**config.mk**
```make
export PLATFORM = sky130hd
export DESIGN_NAME = imem_arbiter_flat
export DESIGN_NICKNAME = d
export VERILOG_FILES = /design/src/rtl/core_pkg.sv /design/src/rtl/imem_arbiter_if.sv /design/src/rtl/rr_arbiter2.sv /design/src/rtl/imem_arbiter.sv /design/src/flat_wrapper.sv
export SDC_FILE = /design/constraint.sdc
export NUM_CORES = 1
export LEC_CHECK = 0
export BUFFER_PORTS_ARGS = -buffer_cell sky130_fd_sc_hd__buf_4
export CAP_MARGIN = 20
export CORE_AREA = 2 2 97 99
export DETAILED_ROUTE_END_ITERATION = 16
export DIE_AREA = 0 0 99 101
export PLACE_DENSITY = 0.64
export RECOVER_POWER = 100
export SYNTH_ARGS = -nofsm -noshare
export SYNTH_HDL_FRONTEND = slang
export SYNTH_HIERARCHICAL = 1
export SYNTH_SLANG_ARGS = --single-unit
```
**constraint.sdc**
```tcl
create_clock -name clk -period 3.8 [get_ports clk]
set_input_delay 0.57 -clock clk [delete_from_list [all_inputs] [get_ports clk]]
set_output_delay 0.57 -clock clk [all_outputs]
set_load 0.01 [all_outputs]
```
**src/rtl/core_pkg.sv**
```systemverilog
// Shared definitions for the instruction-memory arbiter and its round-robin core.
package core_pkg;

  // Default instruction memory depth: 1024 32-bit words.
  localparam int IMEM_ADDR_W = 10;

  typedef enum logic {
    ARB_IDLE   = 1'b0,
    ARB_LOCKED = 1'b1
  } arb_state_t;

  // Requester ids double as bit positions in the 2-bit request/grant vectors.
  typedef enum logic {
    REQ_FETCH = 1'b0,
    REQ_LOAD  = 1'b1
  } req_id_t;

  // Saturating 32-bit increment for event counters that must never wrap.
  function automatic logic [31:0] sat_inc32(input logic [31:0] v);
    return (v == 32'hFFFF_FFFF) ? v : v + 32'd1;
  endfunction

endpackage

```
**src/rtl/imem_arbiter_if.sv**
```systemverilog
// Bus bundle between the fetch unit, the program loader, the arbiter and the
// single-port instruction memory. The arbiter takes the slave view.
interface imem_arbiter_if
  import core_pkg::*;
#(
  parameter int XLEN   = 32,
  parameter int ADDR_W = IMEM_ADDR_W
);

  // fetch requester
  logic              f_req;
  logic [XLEN-1:0]   f_addr;
  logic              f_gnt;
  logic              f_rvalid;

  // loader requester
  logic              l_req;
  logic              l_lock;
  logic              l_we;
  logic [XLEN-1:0]   l_addr;
  logic [31:0]       l_wdata;
  logic              l_gnt;
  logic              l_rvalid;

  // shared read return
  logic [31:0]       rdata;

  // memory port
  logic              mem_en;
  logic              mem_we;
  logic [ADDR_W-1:0] mem_addr;
  logic [31:0]       mem_wdata;
  logic [31:0]       mem_rdata;

  // status
  logic [31:0]       f_stall_cnt;

  modport slave (
    input  f_req, f_addr,
    input  l_req, l_lock, l_we, l_addr, l_wdata,
    input  mem_rdata,
    output f_gnt, f_rvalid,
    output l_gnt, l_rvalid,
    output rdata,
    output mem_en, mem_we, mem_addr, mem_wdata,
    output f_stall_cnt
  );

  modport master (
    output f_req, f_addr,
    output l_req, l_lock, l_we, l_addr, l_wdata,
    output mem_rdata,
    input  f_gnt, f_rvalid,
    input  l_gnt, l_rvalid,
    input  rdata,
    input  mem_en, mem_we, mem_addr, mem_wdata,
    input  f_stall_cnt
  );

endinterface

```
**src/rtl/rr_arbiter2.sv**
```systemverilog
// Two-way round-robin arbiter. Grants are combinational; the last-winner
// pointer follows whatever grant the parent finally issued (upd_vld/upd_id),
// so grants made outside this block (e.g. during a lock) still count.
module rr_arbiter2
  import core_pkg::*;
(
  input  logic       clk,
  input  logic       reset,
  input  logic [1:0] req,
  input  logic       gnt_en,
  input  logic       upd_vld,
  input  req_id_t    upd_id,
  output logic [1:0] gnt
);

  req_id_t last_q, last_d;

  // Grant the lone requester, or on a tie the one that did not win last.
  always_comb begin
    gnt = 2'b00;
    if (gnt_en) begin
      case (req)
        2'b01:   gnt = 2'b01;
        2'b10:   gnt = 2'b10;
        2'b11:   gnt = (last_q == REQ_LOAD) ? 2'b01 : 2'b10;
        default: gnt = 2'b00;
      endcase
    end
  end

  // Pointer only moves when a grant is actually issued.
  always_comb begin
    last_d = last_q;
    if (upd_vld) last_d = upd_id;
  end

  // Loader is the reset "last winner" so fetch takes the first tie.
  always_ff @(posedge clk) begin
    if (reset) last_q <= REQ_LOAD;
    else       last_q <= last_d;
  end

endmodule

```
**src/rtl/imem_arbiter.sv**
```systemverilog
// Instruction-memory arbiter: shares one single-port memory between the
// instruction fetch path and a program/debug loader.
//
//   state      | meaning
//   -----------+--------------------------------------------------------
//   ARB_IDLE   | round-robin between fetch and loader
//   ARB_LOCKED | loader owns the memory; fetch is held off until l_lock=0
//
// Read data comes back one cycle after the grant; the rvalid tag flops
// remember which requester it belongs to. No requests are queued here:
// an ungranted requester simply keeps its request up.
module imem_arbiter
  import core_pkg::*;
#(
  parameter int XLEN   = 32,
  parameter int ADDR_W = IMEM_ADDR_W
) (
  input  logic clk,
  input  logic reset,
  imem_arbiter_if.slave bus
);

  arb_state_t  state_q, state_d;

  logic [1:0]  rr_req;
  logic [1:0]  rr_gnt;
  logic        rr_en;
  logic        f_gnt;
  logic        l_gnt;
  logic        upd_vld;
  req_id_t     upd_id;

  logic        f_rvalid_q, f_rvalid_d;
  logic        l_rvalid_q, l_rvalid_d;
  logic [31:0] f_stall_cnt_q, f_stall_cnt_d;

  // Only the word-index bits of each byte address reach the memory.
  logic        unused_addr_bits;
  assign unused_addr_bits = ^{bus.f_addr[1:0], bus.f_addr[XLEN-1:ADDR_W+2],
                              bus.l_addr[1:0], bus.l_addr[XLEN-1:ADDR_W+2]};

  assign rr_req = {bus.l_req, bus.f_req};

  rr_arbiter2 u_rr (
    .clk     (clk),
    .reset   (reset),
    .req     (rr_req),
    .gnt_en  (rr_en),
    .upd_vld (upd_vld),
    .upd_id  (upd_id),
    .gnt     (rr_gnt)
  );

  // Final grants: round-robin when idle, loader-only while locked, none in reset.
  always_comb begin
    rr_en = 1'b0;
    f_gnt = 1'b0;
    l_gnt = 1'b0;
    if (!reset) begin
      case (state_q)
        ARB_IDLE: begin
          rr_en = 1'b1;
          f_gnt = rr_gnt[REQ_FETCH];
          l_gnt = rr_gnt[REQ_LOAD];
        end
        ARB_LOCKED: begin
          l_gnt = bus.l_req;
        end
        default: begin
          f_gnt = 1'b0;
          l_gnt = 1'b0;
        end
      endcase
    end
  end

  // Report the issued grant back to the round-robin pointer.
  always_comb begin
    upd_vld = f_gnt | l_gnt;
    upd_id  = l_gnt ? REQ_LOAD : REQ_FETCH;
  end

  // Lock FSM: a granted locked loader access takes ownership; dropping l_lock frees it.
  always_comb begin
    state_d = state_q;
    case (state_q)
      ARB_IDLE:   if (l_gnt && bus.l_lock) state_d = ARB_LOCKED;
      ARB_LOCKED: if (!bus.l_lock)         state_d = ARB_IDLE;
      default:                             state_d = ARB_IDLE;
    endcase
  end

  // Return tagging and fetch stall accounting.
  always_comb begin
    f_rvalid_d    = f_gnt;
    l_rvalid_d    = l_gnt & ~bus.l_we;
    f_stall_cnt_d = f_stall_cnt_q;
    if (bus.f_req && !f_gnt) f_stall_cnt_d = sat_inc32(f_stall_cnt_q);
  end

  // State, return tags and counter registers.
  always_ff @(posedge clk) begin
    if (reset) begin
      state_q       <= ARB_IDLE;
      f_rvalid_q    <= 1'b0;
      l_rvalid_q    <= 1'b0;
      f_stall_cnt_q <= 32'd0;
    end else begin
      state_q       <= state_d;
      f_rvalid_q    <= f_rvalid_d;
      l_rvalid_q    <= l_rvalid_d;
      f_stall_cnt_q <= f_stall_cnt_d;
    end
  end

  // Memory command follows the grant in the same cycle.
  always_comb begin
    bus.f_gnt     = f_gnt;
    bus.l_gnt     = l_gnt;
    bus.mem_en    = f_gnt | l_gnt;
    bus.mem_we    = l_gnt & bus.l_we;
    bus.mem_addr  = l_gnt ? bus.l_addr[ADDR_W+1:2] : bus.f_addr[ADDR_W+1:2];
    bus.mem_wdata = bus.l_wdata;
  end

  // Read return; an outstanding return is dropped as soon as reset is raised.
  always_comb begin
    bus.rdata       = bus.mem_rdata;
    bus.f_rvalid    = f_rvalid_q & ~reset;
    bus.l_rvalid    = l_rvalid_q & ~reset;
    bus.f_stall_cnt = f_stall_cnt_q;
  end

endmodule

```
**src/flat_wrapper.sv**
```systemverilog
// flat-port wrapper written by rule: the top's interface ports become plain ports
module imem_arbiter_flat import core_pkg::*;
#(
  parameter int XLEN   = 32,
  parameter int ADDR_W = IMEM_ADDR_W
)
  (clk, reset, bus_f_req, bus_f_addr, bus_l_req, bus_l_lock, bus_l_we, bus_l_addr, bus_l_wdata, bus_mem_rdata, bus_f_gnt, bus_f_rvalid, bus_l_gnt, bus_l_rvalid, bus_rdata, bus_mem_en, bus_mem_we, bus_mem_addr, bus_mem_wdata, bus_f_stall_cnt);
  imem_arbiter_if #(.XLEN(XLEN), .ADDR_W(ADDR_W)) bus_i ();
  input  logic clk;
  input  logic reset;
  input wire logic [$bits(bus_i.f_req)-1:0] bus_f_req;
  input wire logic [$bits(bus_i.f_addr)-1:0] bus_f_addr;
  input wire logic [$bits(bus_i.l_req)-1:0] bus_l_req;
  input wire logic [$bits(bus_i.l_lock)-1:0] bus_l_lock;
  input wire logic [$bits(bus_i.l_we)-1:0] bus_l_we;
  input wire logic [$bits(bus_i.l_addr)-1:0] bus_l_addr;
  input wire logic [$bits(bus_i.l_wdata)-1:0] bus_l_wdata;
  input wire logic [$bits(bus_i.mem_rdata)-1:0] bus_mem_rdata;
  output wire logic [$bits(bus_i.f_gnt)-1:0] bus_f_gnt;
  output wire logic [$bits(bus_i.f_rvalid)-1:0] bus_f_rvalid;
  output wire logic [$bits(bus_i.l_gnt)-1:0] bus_l_gnt;
  output wire logic [$bits(bus_i.l_rvalid)-1:0] bus_l_rvalid;
  output wire logic [$bits(bus_i.rdata)-1:0] bus_rdata;
  output wire logic [$bits(bus_i.mem_en)-1:0] bus_mem_en;
  output wire logic [$bits(bus_i.mem_we)-1:0] bus_mem_we;
  output wire logic [$bits(bus_i.mem_addr)-1:0] bus_mem_addr;
  output wire logic [$bits(bus_i.mem_wdata)-1:0] bus_mem_wdata;
  output wire logic [$bits(bus_i.f_stall_cnt)-1:0] bus_f_stall_cnt;
  assign bus_i.f_req = bus_f_req;
  assign bus_i.f_addr = bus_f_addr;
  assign bus_i.l_req = bus_l_req;
  assign bus_i.l_lock = bus_l_lock;
  assign bus_i.l_we = bus_l_we;
  assign bus_i.l_addr = bus_l_addr;
  assign bus_i.l_wdata = bus_l_wdata;
  assign bus_i.mem_rdata = bus_mem_rdata;
  assign bus_f_gnt = bus_i.f_gnt;
  assign bus_f_rvalid = bus_i.f_rvalid;
  assign bus_l_gnt = bus_i.l_gnt;
  assign bus_l_rvalid = bus_i.l_rvalid;
  assign bus_rdata = bus_i.rdata;
  assign bus_mem_en = bus_i.mem_en;
  assign bus_mem_we = bus_i.mem_we;
  assign bus_mem_addr = bus_i.mem_addr;
  assign bus_mem_wdata = bus_i.mem_wdata;
  assign bus_f_stall_cnt = bus_i.f_stall_cnt;
  imem_arbiter #(.XLEN(XLEN), .ADDR_W(ADDR_W)) u_core (.clk(clk), .reset(reset), .bus(bus_i));
endmodule
```
# ---- Yosys cells after proc, flatten, opt, wreduce, memory -nomap -nowiden
# Index checks and enable logic that the tools add are counted.
# Widths: inputs -> output; s select.
dict set report word_totals {
  reg_bits 36
  input_bits 134
  output_inout_bits 112
}
dict set report classes {
  n_addsub 1
  eq_ne 4
  n_mux 14
  n_bitwise 9
  n_reduce_logical 4
}
# operator count
set ops {}
lappend ops {{$add 32x1->32 const B} 1}
lappend ops {{$eq 32x32->1 const B} 1}
lappend ops {{$mux 10} 1}
lappend ops {{$mux 1} 8}
lappend ops {{$pmux 2 s3} 1}
lappend ops {{$and 1x1->1} 4}
lappend ops {{$eq 2x2->1 const B} 2}
lappend ops {{$mux 2} 2}
lappend ops {{$not 1->1} 4}
lappend ops {{$pmux 1 s2} 2}
lappend ops {{$eq 2x1->1 const B} 1}
lappend ops {{$logic_and 1x1->1} 2}
lappend ops {{$reduce_and 2->1} 1}
lappend ops {{$logic_not 1->1} 1}
lappend ops {{$or 1x1->1} 1}

# ---- Depth between registers and ports, before layout
# Gate-level depths: netlist (run 1).
dict set report depth {
  depth_word 8
  ltp_mapped 13
  ltp_nobuf 9
}

# ---- Modules after synthesis
# The synthesis (run 1) kept the hierarchy.
# module n_inst cells_each area_each_um2
set modules_own_cells {}
lappend modules_own_cells {imem_arbiter 1 288 2466.1}
lappend modules_own_cells {rr_arbiter2 1 9 61.3}

# ---- Least setup slack after synthesis (run 1)
# Ideal clock, no wire load.
dict set report synth_path {
  path_type {input to output}
  start {input reset}
  end {output bus_mem_addr[1]}
  t_arrival_ns 2.579
  required_ns 3.230
  slack_ns 0.651
  cell_stages 10
  cell_sequence {clkbuf_1 > clkbuf_1 > buf_1 > nor2_1 > nand2_1 > a21oi_1 > mux2i_1 > nor2_1 > clkbuf_1 > mux2_2}
}
dict set report synth_between {
  elab_chain_cells 5
}
# item line
set synth_lines {}
lappend synth_lines {{start, declared} flat_wrapper.sv:10} ;# input logic reset;
lappend synth_lines {{$mux 1} imem_arbiter.sv:59} ;# if (!reset) begin
lappend synth_lines {{named net u_core.rr_en} imem_arbiter.sv:27} ;# logic rr_en;
lappend synth_lines {{$mux 2} rr_arbiter2.sv:21} ;# if (gnt_en) begin
lappend synth_lines {{named net u_core.rr_gnt[1]} imem_arbiter.sv:26} ;# logic [1:0] rr_gnt;
lappend synth_lines {{$pmux 1 s2} imem_arbiter.sv:60} ;# case (state_q)
lappend synth_lines {{$mux 1} imem_arbiter.sv:59}
lappend synth_lines {{named net bus_l_gnt} flat_wrapper.sv:21} ;# output wire logic [$bits(bus_i.l_gnt)-1:0] bus_l_gnt;
lappend synth_lines {{$mux 10} imem_arbiter.sv:122} ;# bus.mem_addr = l_gnt ? bus.l_addr[ADDR_W+1:2] : bus.f_addr[ADDR_W+1:2];
lappend synth_lines {{end, declared} flat_wrapper.sv:26} ;# output wire logic [$bits(bus_i.mem_addr)-1:0] bus_mem_addr;
# The timed path passes the listed nets, and every way through them passes these cells.

# ---- Final worst setup path (run 1)
dict set report layout_path {
  start {input reset}
  end {output bus_mem_addr[6]}
}
dict set report layout_between {
  elab_chain_cells 5
}
# item line
set layout_lines {}
lappend layout_lines {{$mux 1} imem_arbiter.sv:59}
lappend layout_lines {{named net u_core.rr_en} imem_arbiter.sv:27}
lappend layout_lines {{$mux 2} rr_arbiter2.sv:21}
lappend layout_lines {{named net u_core.rr_gnt[1]} imem_arbiter.sv:26}
lappend layout_lines {{$pmux 1 s2} imem_arbiter.sv:60}
lappend layout_lines {{$mux 1} imem_arbiter.sv:59}
lappend layout_lines {{$mux 10} imem_arbiter.sv:122}
# The timed path passes the listed nets, and every way through them passes these cells.

==> results of run 1 <==
[cells in the mapped netlist (2+ instances only)]
cell / number / share of area
nor2_1: 29 / 0.043
nand3_1: 6 / 0.012
or3_1: 2 / 0.0049
buf_1: 2 / 0.0030
nor3_1: 4 / 0.0079
nand2b_1: 2 / 0.0049
a21oi_1: 15 / 0.030
or4_1: 7 / 0.021
buf_2: 3 / 0.0059
o31ai_1: 7 / 0.021
xnor2_1: 15 / 0.052
nor4_4: 2 / 0.017
a211oi_1: 5 / 0.015
clkbuf_1: 5 / 0.0074
and4_1: 7 / 0.024
and3_1: 4 / 0.0099
inv_1: 7 / 0.010
dfxtp_1: 36 / 0.29
mux2i_1: 2 / 0.0079
nor2b_1: 7 / 0.017
nor4_1: 4 / 0.0099
mux2_2: 15 / 0.067
a31o_2: 2 / 0.0069
buf_4: 64 / 0.19
nand2_1: 12 / 0.018
nor4_2: 3 / 0.015
nand4_1: 13 / 0.032
[sequential cells by signal, indices dropped and copies added (netlist names)]
signal                  cells
u_core/state_q              1
u_core/f_rvalid_q           1
u_core/u_rr/last_q          1
u_core/l_rvalid_q           1
u_core/bus.f_stall_cnt     32
[through the flow]
stage | hold WS, ns | area, um2 | utilization | worst slack [ns] | power (mW)
floorplan | 0.495 | 2530 | - | 0.651 | 0.502
global placement | 0.486 | 2690 | 0.300 | 0.870 | 0.477
detailed placement | 0.497 | 2690 | 0.300 | 0.839 | 0.479
CTS | 0.433 | 2800 | 0.311 | 0.830 | 0.819
global route | 0.442 | 2570 | 0.286 | 0.398 | 0.830
finish | 0.443 | 2570 | 0.286 | 0.608 | 0.795
[critical path: stages]
cell and delay, ns:
buf_4 0.25, nor2_1 0.19, nand2_1 0.07, a21oi_1 0.17, mux2i_1 0.16, nor2_1 0.24
clkbuf_1 0.43, mux2_2 0.39, clkbuf_1 0.13
[worst max-delay path by stage]
stage / end / slack [ns] / cells after the start
floorplan: bus_mem_addr[1] / 0.65 / 10
global placement: bus_mem_addr[1] / 0.87 / 9
detailed placement: bus_mem_addr[6] / 0.84 / 9
CTS: bus_mem_addr[6] / 0.83 / 9
global route: bus_mem_addr[2] / 0.40 / 9
finish: bus_mem_addr[6] / 0.61 / 9
[per-layer routing]
metal  wire length (um)  global-route usage
met4                 89              0.0527
met1               2480               0.145
met5                  0                   0
met2               2720               0.181
met3                441              0.0347
[cell families (layout without fill, tap and decap cells)]
| family | count (synthesis) | after routing | share of synthesized area |
|---|---|---|---|
| fa+ha+maj | 1 | 1 | 0.00495 |
| compound gates | 34 | 34 | 0.0906 |
| buf+inv | 83 | 90 | 0.223 |
| flops | 36 | 36 | 0.285 |
| xor+xnor | 15 | 15 | 0.0520 |
| mux | 17 | 17 | 0.0748 |
| simple gates | 111 | 111 | 0.270 |
[cells in the final DEF, fill, tap and decap left out]
cell / instances
nand4_1: 13
and2_0: 2
a211oi_1: 6
o41ai_1: 1
nor2_1: 29
nand2_1: 12
bufinv_16: 1
or3b_1: 1
or4b_1: 2
nand3_1: 7
o211ai_2: 1
dfxtp_1: 36
and4bb_2: 1
a31o_2: 2
clkinv_2: 1
nor2b_1: 7
mux2_2: 15
xnor2_1: 15
ha_1: 1
clkbuf_1: 48
nor4_4: 1
or3_1: 2
or4_1: 7
nand2b_1: 2
a21oi_1: 15
and4_1: 7
nor3b_1: 1
nor3_1: 4
inv_1: 8
o31ai_1: 7
buf_4: 27
or2_2: 1
mux2i_1: 2
o21ai_0: 1
nor4_1: 8
clkbuf_8: 5
o211ai_1: 1
and3_1: 4
[where the power goes]
| group | internal, mW | switching [mW] |
|---|---|---|
| clock | 0.195 | 0.141 |
| combinational | 0.0368 | 0.0376 |
| sequential | 0.381 | 0.00360 |
[area by class of cell]
| class | instances | area share |
|---|---|---|
| Clock inverter | 2 | 0.0136 |
| Clock buffer | 6 | 0.0282 |
| Sequential cell | 36 | 0.280 |
| Inverter | 8 | 0.0117 |
| Multi-Input combinational cell | 178 | 0.464 |
| Timing Repair Buffer | 74 | 0.148 |
| Tap cell | 111 | 0.0540 |
==> impl_metrics.env, run 1 <==
export IMPL_post_drt_via_cell_ratio=4.94
export IMPL_io_buffer_count=73
export IMPL_core_area_um2=8980
export IMPL_clk_pin_slew_ns=0.07
export IMPL_synth_cell_types=44
export IMPL_final_hold_viol_count=0
export IMPL_synth_nets=432
export IMPL_wl_per_cell_um=13.8
export IMPL_rows=35
export IMPL_ff2ff_setup_slack_ns=1.31
export IMPL_grt_overflow=0
export IMPL_dieArea_um2=10000
export IMPL_grt_pass1_vias=1909
export IMPL_drt_iter0_markers=101
export IMPL_reg2reg_depth=9
export IMPL_hold_path_class="primary input to register"
export IMPL_holdCritStartpoint="bus_l_we"
export IMPL_die_y_um=101
export IMPL_r2r_end="u_core/bus.f_stall_cnt[22]"
export IMPL_dp_hpwl_um=4260
export IMPL_stdcell_count=415
export IMPL_fillers=998
export IMPL_seqCellArea_um2=721
export IMPL_worst_pin_slew_ns=0.727
export IMPL_synth_edff_count=0
export IMPL_cellPowerDensity_nw_per_um2=309
export IMPL_crit_start="reset"
export IMPL_gp_congestion=0.770
export IMPL_ir_drop_mv=0.167
export IMPL_nNetsFinal=438
export IMPL_leakagePower_nw=0.869
export IMPL_holdBufCountCts=0
export IMPL_ios=246
export IMPL_cp_arrival_ns=2.62
export IMPL_timing_setup_tns_ns=0
export IMPL_fmax_mhz=313
export IMPL_min_to="u_core/l_rvalid_q"
export IMPL_syn_area_um2=2530
export IMPL_ys_flop_type="dfxtp_1"
export IMPL_h_tree_depth=2
export IMPL_grt_first_pass_wirelength_um=9400
export IMPL_cts_buffers=5
export IMPL_finClkSkew_ns=0.00873
export IMPL_synthArstFlopShare=0
export IMPL_track_usage=0.115
export IMPL_syn_inst=297
export IMPL_cts_resized=0
export IMPL_synth_seq_cells=36
export IMPL_cp_max_fo=48
export IMPL_drive_gt1_frac=0.181
export IMPL_postSynthAreaPerCell_um2=8.51
export IMPL_fp_dieW_um=99
export IMPL_relSlewSlack=0.515
export IMPL_worstSetupEndpointType="primary output"
export IMPL_area_growth_syn_to_layout_pct=1.68
export IMPL_critPathRequiredTime_ns=3.23
export IMPL_period_needed_ns=3.19
export IMPL_root_buffer="clkbuf_8"
export IMPL_worst_setup_path_start_kind="primary input"
export IMPL_antennaDiodeCount=0
export IMPL_initial_core_util=0.282
export IMPL_multi_input_area_um2=1190
export IMPL_setup_viol=0
export IMPL_r2r_start="u_core/state_q"
export IMPL_clockBufferDepth=2
export IMPL_worstSetupPathType="primary input to primary output"
export IMPL_ys_seq_area_frac=0.285
export IMPL_place_inst=407
export IMPL_rsz0062_at_grt="no"
export IMPL_antenna_left=0
export IMPL_wl_um=5720
export IMPL_drtPass1Iterations=4
export IMPL_slew_violations=0
export IMPL_fin_crit_sh=0.840
export IMPL_drc=0
export IMPL_hold_depth=2
export IMPL_grt_max_degree=49
export IMPL_worstSkewPairLatency_ns=0.29
export IMPL_cts_post_setup_buffers_inserted=0
export IMPL_antenna_found_initial=0
export IMPL_status="completed"
export IMPL_vias=2051
export IMPL_numClockSinks=36
export IMPL_ys_warn_count=6
export IMPL_cts_tree="done"
export IMPL_maxCapViolCount=0
Power figures use the tool's default switching activity.
==> run 2, diff against run 1 <==
Clock period 3.8 ns to 3 ns, I/O delays scaled along.
==> run 2 against run 1 <==
Clock skew up 0.0014 ns. Power up 27%. Clock power up 27%. Wire length up 3.5%. Critical endpoint is now bus_mem_addr[4]. Largest cell class unchanged. Sequential share of layout area down 0.24 points. Global-route usage down 0.24 points. Combinational power up 29%. Flip-flop and latch count unchanged. Non-clock buffer count up 1.
==> impl_metrics.env, run 2 (synthesized netlist as in run 1, its figures left out) <==
export IMPL_wl_um=5920
export IMPL_r2r_end="u_core/bus.f_stall_cnt[26]"
export IMPL_worstSetupEndpointType="primary output"
export IMPL_stdcell_area_um2=2590
export IMPL_cp_max_fo=18
export IMPL_multi_input_area_um2=1190
export IMPL_dieArea_um2=10000
export IMPL_fmax_mhz=391
export IMPL_drtPass1Iterations=4
export IMPL_grt_first_pass_wirelength_um=9230
export IMPL_antennaDiodeCount=0
export IMPL_final_hold_viol_count=0
export IMPL_area_growth_syn_to_layout_pct=2.57
export IMPL_fillers=999
export IMPL_largest_reg_flops=32
export IMPL_rows=35
export IMPL_relSlewSlack=0.494
export IMPL_die_y_um=101
export IMPL_cts_post_setup_buffers_inserted=0
export IMPL_reg2reg_depth=9
export IMPL_post_drt_via_cell_ratio=4.97
export IMPL_cts_resized=0
export IMPL_ios=246
export IMPL_antenna_left=0
export IMPL_setup_viol=0
export IMPL_holdCritStartpoint="bus_l_we"
export IMPL_antenna_found_initial=0
export IMPL_worst_pin_slew_ns=0.758
export IMPL_nNetsFinal=439
export IMPL_cts_tree="done"
export IMPL_track_usage=0.113
export IMPL_numClockSinks=36
export IMPL_grt_pass1_vias=1881
export IMPL_wl_per_cell_um=14.2
export IMPL_min_to="u_core/l_rvalid_q"
export IMPL_cp_arrival_ns=2.11
export IMPL_critPathRequiredTime_ns=2.55
export IMPL_drt_iter0_markers=106
export IMPL_period_needed_ns=2.56
export IMPL_layout_common_cells="clkbuf_1, dfxtp_1, buf_4"
export IMPL_grt_max_degree=32
export IMPL_root_buffer="clkbuf_8"
export IMPL_io_buffer_count=73
export IMPL_hold_path_class="primary input to register"
export IMPL_dp_hpwl_um=4400
export IMPL_finClkSkew_ns=0.0101
export IMPL_stdcell_count=416
export IMPL_leakagePower_nw=0.890
export IMPL_ir_drop_mv=0.180
export IMPL_fp_dieW_um=99
export IMPL_cp_num_buf_inv=3
export IMPL_initial_core_util=0.282
export IMPL_worstSkewPairLatency_ns=0.29
export IMPL_clockBufferDepth=2
export IMPL_maxCapViolCount=0
export IMPL_grt_overflow=0
export IMPL_fin_crit_sh=0.853
export IMPL_status="completed"
export IMPL_timing_setup_tns_ns=0
export IMPL_worstSetupPathType="primary input to primary output"
export IMPL_final_common_cell="clkbuf_1"
export IMPL_placed_area_um2=2700
export IMPL_slowest_stage="mux2_2"
export IMPL_path_delay_family="buffers and inverters"
export IMPL_path_cells="buf_4 -> nor2_1 -> nand2_1 -> a21oi_1 -> mux2i_1 -> nor2_1 -> buf_4 -> mux2_2 -> clkbuf_1"
export IMPL_gp_congestion=0.752
export IMPL_holdBufCountCts=0
export IMPL_slew_violations=0
export IMPL_rsz0062_at_grt="no"
export IMPL_seqCellArea_um2=721
export IMPL_worst_path_largest_cell_delay_ns=0.35
export IMPL_cellPowerDensity_nw_per_um2=389
export IMPL_r2r_start="u_core/state_q"
export IMPL_clk_pin_slew_ns=0.07
export IMPL_worst_setup_path_start_kind="primary input"
export IMPL_place_inst=408
export IMPL_cts_buffers=5
export IMPL_h_tree_depth=2
export IMPL_drc=0
export IMPL_ff2ff_setup_slack_ns=0.55
export IMPL_core_area_um2=8980
export IMPL_vias=2068
export IMPL_hold_depth=2
export IMPL_drive_gt1_frac=0.197
-- run 2: cell count changes in the layout (fill, tap and decap cells not counted) --
| cell | delta |
|---|---|
| o211ai_1 | +1 |
| nand3_2 | +1 |
| clkbuf_1 | -4 |
| nand3_1 | -1 |
| o211ai_2 | -1 |
| buf_4 | +5 |
-- run 2: worst max path at each step --
| stage | from | slack [ns] | endpoint | cells after the start |
|---|---|---|---|---|
| CTS | u_core/state_q | 0.42 | bus_mem_addr[2] | 8 |
| finish | reset | 0.44 | bus_mem_addr[4] | 9 |
| detailed placement | reset | 0.43 | bus_mem_addr[2] | 9 |
| floorplan | reset | 0.0008 | u_core/bus.f_stall_cnt[30] | 13 |
| global placement | reset | 0.44 | bus_mem_addr[1] | 9 |
| global route | u_core/state_q | 0.29 | bus_mem_addr[2] | 8 |
-- run 2: report_power, final --
| part | leakage, nW | switching (mW) | internal [mW] | total [mW] |
|---|---|---|---|---|
| logic | 0.544 | 0.0474 | 0.0484 | 0.0958 |
| clock network | 0.0552 | 0.179 | 0.247 | 0.426 |
| registers | 0.291 | 0.00469 | 0.483 | 0.488 |
| total | 0.890 | 0.231 | 0.778 | 1.01 |
-- run 2: metal layers --
layer	wire [um]	vias up	part of all wire	GRT usage
met4	42	0	0.0071	0.0495
li1	-	1009	-	-
met3	418	6	0.071	0.0333
met5	0	-	0	0
met1	2650	984	0.45	0.137
met2	2820	69	0.48	0.185
-- run 2: area by class of cell --
| class | count | share of cell area |
|---|---|---|
| clock buffers | 6 | 0.0280 |
| repair buffers | 75 | 0.155 |
| well taps | 111 | 0.0536 |
| inverters | 8 | 0.0116 |
| flip-flops and latches | 36 | 0.278 |
| multi-input cells | 178 | 0.460 |
| clock inverters | 2 | 0.0135 |
-- run 2: metrics by stage --
stage                     power (mW)  hold WS, ns  setup slack (ns)   util
after detailed placement       0.608        0.488             0.434  0.300
after global routing            1.06        0.324             0.294  0.289
after global placement         0.605        0.485             0.439  0.300
after CTS                       1.04        0.315             0.417  0.312
after floorplan                0.636        0.495          0.000801      -
final                           1.01        0.330             0.441  0.289
==> run 3, diff against run 2 <==
Settings changed: ABC_AREA from default to 1, PLACE_DENSITY 0.64 to 0.67.
==> run 3 against run 2 <==
Worst hold slack worse by 0.010 ns. Via count up 27%. Combinational power up 9%. Cell count up 36%. Sequential power about the same. Largest cell class unchanged. Utilization up 1.9 points. Register-to-register slack better by 0.12 ns. First-iteration DRC count down 11%. Critical path depth down 1. Critical endpoint is now bus_mem_en.
==> impl_metrics.env, run 3 <==
export IMPL_status="completed"
export IMPL_crit_start="u_core/state_q"
export IMPL_drtPass1Iterations=4
export IMPL_ios=246
export IMPL_synth_top_family_by_area="simple AND/OR/NAND/NOR gates"
export IMPL_synth_edff_count=0
export IMPL_maxCapViolCount=0
export IMPL_fmax_mhz=411
export IMPL_h_tree_depth=2
export IMPL_grt_first_pass_wirelength_um=11400
export IMPL_r2r_start="u_core/bus.f_stall_cnt[1]"
export IMPL_ff2ff_setup_slack_ns=0.67
export IMPL_io_buffer_count=73
export IMPL_synth_cell_types=25
export IMPL_final_common_cell="nand2_1"
export IMPL_nNetsFinal=590
export IMPL_cts_post_setup_buffers_inserted=0
export IMPL_synth_seq_cells=36
export IMPL_drive_gt1_frac=0.0899
export IMPL_grt_overflow=0
export IMPL_worst_pin_slew_ns=0.918
export IMPL_ys_warn_count=6
export IMPL_synthXorXnorAreaFrac=0.00953
export IMPL_slew_violations=0
export IMPL_die_y_um=101
export IMPL_antenna_found_initial=0
export IMPL_wl_per_cell_um=12.2
export IMPL_synth_compound_area_frac=0.0594
export IMPL_antenna_left=0
export IMPL_track_usage=0.138
export IMPL_dieArea_um2=10000
export IMPL_utilization=0.307
export IMPL_fillers=1048
export IMPL_synth_nets=583
export IMPL_cts_buffers=5
export IMPL_vias=2636
export IMPL_hold_path_class="primary input to register"
export IMPL_synthTopCellsByArea="dfxtp_1, buf_4, nand2_1, nor2_1, nand3_1"
export IMPL_postSynthAreaPerCell_um2=6.16
export IMPL_antennaDiodeCount=0
export IMPL_synthSimpleGateAreaFrac=0.419
export IMPL_ys_top_cells_by_count="nand2_1, nor2_1, buf_4, dfxtp_1, nand3_1"
export IMPL_cp_max_fo=13
export IMPL_period_needed_ns=2.43
export IMPL_area_growth_syn_to_layout_pct=0.0455
export IMPL_yosysMostFrequentCell="nand2_1"
export IMPL_clockBufferDepth=2
export IMPL_clk_pin_slew_ns=0.07
export IMPL_drc=0
export IMPL_cellPowerDensity_nw_per_um2=347
export IMPL_cts_tree="done"
export IMPL_holdBufCountCts=0
export IMPL_cp_endpoint="bus_mem_en"
export IMPL_reg2reg_depth=10
export IMPL_worstSetupEndpointType="primary output"
export IMPL_worstSetupPathType="register to primary output"
export IMPL_fp_dieW_um=99
export IMPL_timing_setup_tns_ns=0
export IMPL_dp_hpwl_um=5350
export IMPL_finClkSkew_ns=0.00409
export IMPL_initial_core_util=0.307
export IMPL_setup_viol=0
export IMPL_r2r_end="u_core/bus.f_stall_cnt[6]"
export IMPL_hold_depth=2
export IMPL_worst_setup_path_start_kind="register"
export IMPL_final_hold_viol_count=0
export IMPL_root_buffer="clkbuf_8"
export IMPL_grt_max_degree=42
export IMPL_ir_drop_mv=0.133
export IMPL_ys_seq_area_frac=0.261
export IMPL_critPathRequiredTime_ns=2.55
export IMPL_cts_resized=0
export IMPL_grt_pass1_vias=2522
export IMPL_fin_crit_sh=0.811
export IMPL_leakagePower_nw=1.13
export IMPL_post_drt_via_cell_ratio=4.65
export IMPL_core_area_um2=8980
export IMPL_ys_flop_type="dfxtp_1"
export IMPL_rows=35
export IMPL_drt_iter0_markers=94
export IMPL_synth_adder_area_share=0.00454
export IMPL_worstSkewPairLatency_ns=0.29
export IMPL_synth_largest_area_cell="dfxtp_1"
export IMPL_layout_common_cells="nand2_1, nor2_1, clkbuf_1"
export IMPL_synth_mux_area_frac=0
export IMPL_wl_um=6900
export IMPL_relSlewSlack=0.388
export IMPL_numClockSinks=36
export IMPL_cp_arrival_ns=1.98
export IMPL_synth_top_area_share=0.261
export IMPL_syn_inst=448
export IMPL_syn_area_um2=2760
export IMPL_largest_reg_flops=32
export IMPL_synthArstFlopShare=0
export IMPL_rsz0062_at_grt="no"
export IMPL_gp_congestion=0.885
[run 3: cell types whose count changed in the layout (fill, tap and decap cells not counted), sizes merged, moves of 9 or more]
cell   delta
nand2   +120
inv      +25
a21oi    +14
xnor2    -15
nand3    +29
nor2     +65
nor4      -9
mux2     -15
[run 3: final cells by class]
class                   instances  area [um2]  area share
multi-input cells             305        1310       0.473
clock buffers                   8        90.1      0.0327
repair buffers                 74         379       0.137
well taps                     111         139      0.0503
flip-flops and latches         36         721       0.261
inverters                      33         124      0.0449
[run 3: report_power, final]
group	switching (mW)	internal, mW	leakage [nW]
Clock	0.179	0.188	0.0455
Combinational	0.0588	0.0448	0.792
Sequential	0.00461	0.482	0.291
Total	0.242	0.715	1.13
[run 3: metal layers]
metal	global-route usage	up-vias	wire length (um)
li1	-	1343	-
met1	0.164	1166	3030
met2	0.237	107	3230
met3	0.0416	20	527
met4	0.0453	0	108
met5	0	-	0
[run 3: how the worst min path moves through the flow]
stage / start / to / slack (ns)
after floorplan: u_core/u_rr/last_q / u_core/u_rr/last_q / 0.45
final: bus_l_we / u_core/l_rvalid_q / 0.32
after global routing: bus_l_we / u_core/l_rvalid_q / 0.31
after CTS: bus_l_we / u_core/l_rvalid_q / 0.31
after global placement: u_core/u_rr/last_q / u_core/u_rr/last_q / 0.47
after detailed placement: u_core/u_rr/last_q / u_core/u_rr/last_q / 0.51
[run 3: logic make-up (layout without fill, tap and decap cells)]
logic type,Yosys count,after routing
adders and majority gates,1,1
xor gates and xnor gates,3,3
AOI/OAI and AO/OA,31,31
DFF,36,36
and+or+nand+nor,270,270
buffers and inverters,107,115
[run 3: metrics by stage]
step	hold slack (ns)	instances	total power, mW	area, um2	worst slack [ns]
3_3_place_gp	0.474	559	0.615	2900	0.778
2_1_floorplan	0.450	448	0.644	2760	0.780
4_1_cts	0.310	567	0.981	2990	0.686
3_5_place_dp	0.510	559	0.618	2900	0.742
5_1_grt	0.315	567	0.999	2760	0.343
6_report	0.320	567	0.957	2760	0.568
[run 3: worst max-delay path: stages, from the launching register on]
cell      delay [ns]
dfxtp_1         0.33
nor2_1          0.26
nand2_1         0.09
a21oi_1         0.12
nor2_1          0.07
a211oi_1        0.25
inv_1           0.26
nand2_1         0.16
clkbuf_1        0.16
